`src/rtl/hazard_dest_tracker_pkg.sv`:
```
// Shared types and constants for the hazard / destination-tag tracker.
package hazard_dest_tracker_pkg;

  localparam int REG_W = 5;

  typedef enum logic [1:0] {
    RUN      = 2'd0,
    LU_STALL = 2'd1,
    HOLD     = 2'd2
  } hazState_t;

  // Forwarding-unit select encodings for a source operand
  localparam logic [1:0] FWD_REGFILE = 2'd0;
  localparam logic [1:0] FWD_MEMWB   = 2'd1;
  localparam logic [1:0] FWD_EXMEM   = 2'd2;

  // Reference select for a source tag: $0 never forwards, EX/MEM beats MEM/WB
  function automatic logic [1:0] fwdSel(input logic [REG_W-1:0] src,
                                        input logic [REG_W-1:0] dfw,
                                        input logic [REG_W-1:0] mfw);
    logic [1:0] sel;
    if (src == {REG_W{1'b0}}) begin
      sel = FWD_REGFILE;
    end else if (src == dfw) begin
      sel = FWD_EXMEM;
    end else if (src == mfw) begin
      sel = FWD_MEMWB;
    end else begin
      sel = FWD_REGFILE;
    end
    return sel;
  endfunction

endpackage

```
`src/rtl/hazard_dest_tracker_stage_reg.sv`:
```
// Pipeline tag register with hold (en=0) and NOP-insert (bubble=1) controls.
module hazard_stage_reg #(
  parameter int W = 1
) (
  input  logic         clk,
  input  logic         reset,
  input  logic         en,
  input  logic         bubble,
  input  logic [W-1:0] d,
  output logic [W-1:0] q
);

  // Hold when disabled; a bubble loads an all-zero tag set
  always_ff @(posedge clk or posedge reset) begin
    if (reset) begin
      q <= {W{1'b0}};
    end else if (en) begin
      q <= bubble ? {W{1'b0}} : d;
    end
  end

endmodule

```
`src/rtl/hazard_dest_tracker.sv`:
```
// Destination-tag pipeline, load-use stall and memory-wait freeze control.
// Optional stall counter enabled by defining HAZARD_STALL_CNT_EN.
module hazard_dest_tracker #(
  parameter int REG_W = hazard_dest_tracker_pkg::REG_W,
  parameter int CNT_W = 16
) (
  input  logic             clk,
  input  logic             reset,
  input  logic [REG_W-1:0] id_rs,
  input  logic [REG_W-1:0] id_rt,
  input  logic [REG_W-1:0] id_dest,
  input  logic             id_reg_write,
  input  logic             id_mem_read,
  input  logic             flush,
  input  logic             mem_wait,
  output logic [REG_W-1:0] ex_rs,
  output logic [REG_W-1:0] ex_rt,
  output logic [REG_W-1:0] RegDest_Dfw,
  output logic [REG_W-1:0] RegDest_Mfw,
  output logic             pc_write,
  output logic             if_id_write,
  output logic             id_ex_bubble,
  output logic [CNT_W-1:0] stall_cnt
);
  import hazard_dest_tracker_pkg::*;

  localparam int EX_W = 3 * REG_W + 2;

  logic [EX_W-1:0]  exQ;
  logic [REG_W:0]   memQ;
  logic [REG_W:0]   wbQ;
  logic [REG_W-1:0] exDest;
  logic             exWe;
  logic             exMr;
  logic             luHazard;
  logic             stageEn;
  logic             exBubble;
  hazState_t        state;

  assign ex_rs  = exQ[EX_W-1 -: REG_W];
  assign ex_rt  = exQ[2*REG_W+1 -: REG_W];
  assign exDest = exQ[REG_W+1 -: REG_W];
  assign exWe   = exQ[1];
  assign exMr   = exQ[0];

  // Load in EX whose result the ID instruction needs before it exists
  always_comb begin
    luHazard = exMr & exWe & (exDest != {REG_W{1'b0}})
             & ((exDest == id_rs) | (exDest == id_rt));
  end

  // Cycle controls: memory wait freezes everything, then load-use, then flush
  always_comb begin
    pc_write     = 1'b1;
    if_id_write  = 1'b1;
    id_ex_bubble = 1'b0;
    if (mem_wait) begin
      pc_write     = 1'b0;
      if_id_write  = 1'b0;
      id_ex_bubble = 1'b0;
    end else if (luHazard) begin
      pc_write     = 1'b0;
      if_id_write  = 1'b0;
      id_ex_bubble = 1'b1;
    end else if (flush) begin
      id_ex_bubble = 1'b1;
    end else begin
      id_ex_bubble = 1'b0;
    end
  end

  assign stageEn  = ~mem_wait;
  assign exBubble = luHazard | flush;

  hazard_stage_reg #(.W(EX_W)) exStage (
    .clk    (clk),
    .reset  (reset),
    .en     (stageEn),
    .bubble (exBubble),
    .d      ({id_rs, id_rt, id_dest, id_reg_write, id_mem_read}),
    .q      (exQ)
  );

  hazard_stage_reg #(.W(REG_W + 1)) memStage (
    .clk    (clk),
    .reset  (reset),
    .en     (stageEn),
    .bubble (1'b0),
    .d      ({exDest, exWe}),
    .q      (memQ)
  );

  hazard_stage_reg #(.W(REG_W + 1)) wbStage (
    .clk    (clk),
    .reset  (reset),
    .en     (stageEn),
    .bubble (1'b0),
    .d      (memQ),
    .q      (wbQ)
  );

  assign RegDest_Dfw = memQ[0] ? memQ[REG_W:1] : {REG_W{1'b0}};
  assign RegDest_Mfw = wbQ[0]  ? wbQ[REG_W:1]  : {REG_W{1'b0}};

  // Stall-sequencing state: one LU_STALL cycle per hazard, HOLD during memory wait
  always_ff @(posedge clk or posedge reset) begin
    if (reset) begin
      state <= RUN;
    end else begin
      case (state)
        RUN:      state <= mem_wait ? HOLD : (luHazard ? LU_STALL : RUN);
        LU_STALL: state <= mem_wait ? HOLD : RUN;
        HOLD:     state <= mem_wait ? HOLD : RUN;
        default:  state <= RUN;
      endcase
    end
  end

`ifdef HAZARD_STALL_CNT_EN
  logic [CNT_W-1:0] stallCnt;

  // Saturating count of cycles actually lost to load-use stalls
  always_ff @(posedge clk or posedge reset) begin
    if (reset) begin
      stallCnt <= {CNT_W{1'b0}};
    end else if (luHazard & ~mem_wait & (stallCnt != {CNT_W{1'b1}})) begin
      stallCnt <= stallCnt + {{(CNT_W-1){1'b0}}, 1'b1};
    end
  end

  assign stall_cnt = stallCnt;
`else
  assign stall_cnt = {CNT_W{1'b0}};
`endif

endmodule

```
`config.mk`:
```
export PLATFORM = sky130hd
export DESIGN_NAME = hazard_dest_tracker
export DESIGN_NICKNAME = d
export VERILOG_FILES = /design/src/rtl/hazard_dest_tracker_pkg.sv /design/src/rtl/hazard_dest_tracker_stage_reg.sv /design/src/rtl/hazard_dest_tracker.sv
export SDC_FILE = /design/constraint.sdc
export NUM_CORES = 1
export LEC_CHECK = 0
export ABC_AREA = 1
export ABC_CLOCK_PERIOD_IN_PS = 1400
export BUFFER_PORTS_ARGS = -buffer_cell sky130_fd_sc_hd__buf_2
export CAP_MARGIN = 20
export CORE_AREA = 2 2 71 56
export DETAILED_ROUTE_END_ITERATION = 16
export DIE_AREA = 0 0 73 58
export HOLD_SLACK_MARGIN = 0.02
export PLACE_DENSITY_LB_ADDON = 0.3
export SYNTH_ARGS = -nofsm -noshare
export SYNTH_HDL_FRONTEND = slang
export SYNTH_SLANG_ARGS = --single-unit
```
`constraint.sdc`:
```
create_clock -name clk -period 1.4 [get_ports clk]
set_input_delay 0.07 -clock clk [delete_from_list [all_inputs] [get_ports clk]]
set_output_delay 0.07 -clock clk [all_outputs]
set_load 0.1 [all_outputs]
```
Word-level counts from Yosys, hierarchy flattened
Index checks and enable logic that the tools add are counted.
- magnitude comparators: 0
- reductions and logical operators: 1
- add/subtract/negate cells: 0
- multipliers: 0
- div/mod/pow operators: 0
- shift operators: 0
- bitwise logic cells: 5
- equality and inequality tests: 2
- mux-type cells: 8
- operator list (kind ; number):
    two-way mux 17 bit ; 1
    equality test 5 bit ; 2
    two-way mux 5 bit ; 2
    two-way mux 1 bit ; 5
    nonzero test 5 bit ; 1
    AND 1 bit ; 3
    OR 1 bit ; 2
- register bits: 29
- memory bits (read-only): 0
- latch bits: 0
- memories kept: 0
- bits in writable memories: 0

Logic depth before layout (Yosys ltp)
- depth in word-level cells: 5
- depth in mapped cells: 10

Hierarchy
From an unflattened synthesis, not the netlist that was laid out.
- cell total of the unflattened synthesis: 222
- area, all modules: 1605.3 µm²
- modules (own cells, without submodules) (module ; area each (µm²) ; cells an instance ; times used):
    hazard_stage_reg at exStage ; 693.2 ; 75 ; 1
    hazard_stage_reg at memStage ... ; 236.5 ; 27 ; 2
    hazard_dest_tracker ; 439.2 ; 93 ; 1

Worst setup path after synthesis
Ideal clock, no wire load.
- path type: flip-flop to output port
- from: register exStage.q[4]
- to: output port pc_write
- data arrival time: 2.842 ns
- data required time: 1.330 ns
- stages on the path, launching flop included: 7
- slack: -1.512 ns
- path through: dfrtp_1 -> nor3_1 -> nand3_1 -> nand3_1 -> inv_1 -> a21oi_1 -> buf_4
- cells in the longest elaborated chain, start to end: 5
- elaborated cells on any way between the ends: 8
- RTL lines (what ; line ; RTL):
    start, declared ; hazard_dest_tracker_stage_reg.sv:10 ; output logic [W-1:0] q
    start signal, assigned ; hazard_dest_tracker_stage_reg.sv:16 ; q <= {W{1'b0}};
    start signal, assigned ; hazard_dest_tracker_stage_reg.sv:18 ; q <= bubble ? {W{1'b0}} : d;
    equality test 5 bit / nonzero test 5 bit (equally long branches) ; hazard_dest_tracker.sv:49, hazard_dest_tracker.sv:48 ;
    OR 1 bit / AND 1 bit (equally long branches) ; hazard_dest_tracker.sv:49, hazard_dest_tracker.sv:48 ;
    AND 1 bit (*) ; hazard_dest_tracker.sv:49 ; & ((exDest == id_rs) | (exDest == id_rt));
    two-way mux 1 bit (*) (2 in series) ; -- ;
    end, declared ; hazard_dest_tracker.sv:20 ; output logic pc_write,
Every way passes the cells marked *; elsewhere a longest branch is shown, timed or not.

Worst setup path in the final report
- from: register exStage.q[3]
- to: output port id_ex_bubble
- cells in the longest elaborated chain, start to end: 5
- elaborated cells on any way between the ends: 8
- RTL lines (what ; line ; RTL):
    equality test 5 bit / nonzero test 5 bit (equally long branches) ; hazard_dest_tracker.sv:49, hazard_dest_tracker.sv:48 ;
    OR 1 bit / AND 1 bit (equally long branches) ; hazard_dest_tracker.sv:49, hazard_dest_tracker.sv:48 ;
    AND 1 bit (*) ; hazard_dest_tracker.sv:49 ;
    two-way mux 1 bit (*) ; hazard_dest_tracker.sv:61 ; end else if (luHazard) begin
    two-way mux 1 bit (*) ; hazard_dest_tracker.sv:57 ; if (mem_wait) begin
    end, declared ; hazard_dest_tracker.sv:22 ; output logic id_ex_bubble,
Marked as above.

==> metrics.md <==
| Metric | Value |
|---|---|
| Layout cell share with drive strength beyond 1 | `30.7%` |
| Critical Path RT | `1.33 ns` |
| Clk slew on worst S/H paths | `0.06 ns` |
| Vias in the first global route | `1199` |
| Die X | `73 um` |
| Fin crit period | `1.67 ns` |
| Failing checks | `setup timing` |
| Synth Cell Area | `0.00173 sq mm` |
| Most frequent cells in the layout | `nand2_1 (87), buf_2 (38), inv_1 (32), dfrtp_1 (26), nor2_1 (23)` |
| P per Cell Area | `1150 mW/mm^2` |
| Root cell of the clock tree | `clkbuf_8` |
| Yosys reg bits | `29` |
| Clk_lat worst skew | `0.27 ns` |
| Fill count | `340` |
| Setup crit end kind | `output pin` |
| Initial Util | `48.9%` |
| Largest net degree at the start of global routing | `35` |
| CTS Buf Count | `5` |
| Row cnt | `19` |
| Clock skew | `0.00419 ns` |
| Post-Route Utilization | `60.9%` |
| Async set-reset flop share out of synthesis | `100%` |
| Post-route DRC | `0` |
| Post-synthesis simple-gate area fraction | `31.4%` |
| Post-route ant nets | `0` |
| H-tree Lvls | `2` |
| Mux cell area share after synthesis | `0%` |
| Xor/xnor cell area share of the yosys netlist | `1.01%` |
| Max-slew violation count | `0` |
| Global placement routability congestion | `0.813` |
| Die height | `58 um` |
| DIE AREA | `0.00423 sq mm` |
| Area share of fa/ha/maj cells after synthesis | `0%` |
| Yosys cell types | `19` |
| Type of origin of the critical path | `flop` |
| Final Setup Violations | `20` |
| Synth warn | `0` |
| Critical Path Start | `exStage.q[3]` |
| Worst hold path class | `input port to flop` |
| Vias | `1481` |
| WP data arrival | `1.60 ns` |
| Routed len/inst | `11.1 um` |
| Ports | `60` |
| Reported leakage power | `1.34 nW` |
| Initial antenna violation count | `0` |
| Worst vdd ir | `0.516 mV` |
| Commonest non-fill, non-tap cell in the layout | `nand2_1` |
| Gate Count Post-Synth | `249` |
| Mean Syn Cell Area | `6.96 sq um` |
| Number of synthesized flops with an enable pin | `0` |
| Global-route wire length before repair | `5560 um` |
| RSZ-0062 raised after global routing | `yes` |
| Final hold violation count | `0` |
| CTS tree | `done` |
| CORE AREA | `0.00354 sq mm` |
| CTS max path bufs | `2` |
| Slew @ Worst Pin | `0.632 ns` |
| Nets | `311` |
| Dpl hpwl | `2460 um` |
| Status | `complete, but fails checks` |
| Hold_sp | `id_dest[1]` |
| Max Freq | `599 MHz` |
| Fin worst setup slack | `-0.269 ns` |
| Max_cap viols | `0` |
| Initial DRC count | `120` |
| Seq/Total Area, Yosys | `41.9%` |
| Num Clock Sinks | `29` |
| Largest family of logic cells by synthesized area | `simple AND/OR/NAND/NOR gates` |
| Main synth FF type | `dfrtp_1` |
| Placed inst area | `0.00192 sq mm` |
| Post-DR vias/cell | `4.46` |
| DR pass1 iterations | `4` |
| GR Overflow Total | `0` |
| Worst reg2reg path depth | `12` |
| R2r startpoint | `exStage.q[3]` |
| Setup Crit Path Kind | `flop to output pin` |
| Total Routing Usage GR | `17.8%` |
| Post-synthesis compound-gate area fraction | `3.25%` |
| Final WL | `3690 um` |
| Slew HR | `57.6%` |
| Crit path max fanout | `4` |
| Final instance area | `0.00216 sq mm` |
| N_diodes | `0` |
| PortBufs | `43` |
| Area growth, synth to finish | `24.5%` |
| Final Cycle Share | `119%` |
| Hold path depth | `5` |
## power breakdown
group	internal (mW)	switching (mW)
combinational	0.155	0.662
sequential	0.914	0.0609
clock	0.389	0.295
total	1.46	1.02
## sequential cells by signal, indices dropped and copies added, names as in the netlist
register and cells:
wbStage.q 6, memStage.q 6, exStage.q 17
## cells by family after synthesis
logic type      Yosys count
other cells               1
xor+xnor                  2
simple gates            135
compound gates            9
buf+inv                  73
flops                    29
## per-stage QoR
stage | std cells | setup TNS [ns] | worst slack (ns) | hold WS [ns] | power (mW)
3_5_place_dp | 320 | -0.425 | -0.0470 | 0.161 | 1.78
4_1_cts | 331 | -2.73 | -0.285 | 0.101 | 2.46
2_1_floorplan | 264 | -0.673 | -0.332 | 0.148 | 1.71
6_report | 332 | -3.68 | -0.269 | 0.106 | 2.48
3_3_place_gp | 320 | -0.199 | -0.0300 | 0.156 | 1.77
5_1_grt | 332 | -5.71 | -0.366 | 0.133 | 2.57
## routing by layer
layer,track usage [%],share of wire [%]
met1,27.3,50
met3,5.74,7.1
met2,23.4,42
met5,0,0
met4,6.35,0.95
## cells in the mapped netlist, types with 2 or more instances
cell type	instances	share of area [%]
inv_2	3	0.65
buf_4	27	12
inv_1	34	7.4
buf_2	2	0.58
xnor2_1	2	1.0
clkbuf_1	5	1.1
dfrtp_1	29	42
nand2_1	88	19
o21ai_0	7	2.0
nand3_1	21	6.1
nor2_1	23	5.0
## worst max-delay path, stage by stage, from the launching register on
cell and delay, ns:
dfrtp_1 0.40, inv_2 0.07, nand2_2 0.05, nand2_1 0.04, nor2_1 0.11, nand3_1 0.11
nand2_2 0.13, nand2_4 0.08, a21oi_4 0.14, buf_12 0.19
## area by class of cell
| type | instances | area (sq um) | area share (%) |
|---|---|---|---|
| multi-input combinational | 162 | 777 | 36.0 |
| inverter | 38 | 143 | 6.61 |
| clock buffer | 7 | 86.3 | 4.00 |
| sequential | 29 | 729 | 33.8 |
| tap | 42 | 52.6 | 2.44 |
| timing repair buffer | 54 | 369 | 17.1 |
## what timing repair did
item                                    4_1_cts  5_1_grt
endpoints found under the setup margin       18       22
hold endpoints to repair                     29        0
resized for setup                             2       27
hold buffers                                  1        0
gates cloned                                  1        0
setup buffers                                 2        1
pin swaps                                     4       16
## path summary, 6_finish.rpt
path	slack, ns	endpoint
hold reg to reg	0.46	exStage.q[13]
setup reg to reg	-0.20	exStage.q[8]
min in group asynchronous	0.41	exStage.q[14]
max in group asynchronous	0.70	exStage.q[2]
setup / recovery	-0.27	id_ex_bubble
hold / removal	0.11	exStage.q[3]
(Power assumes the default switching activity.)
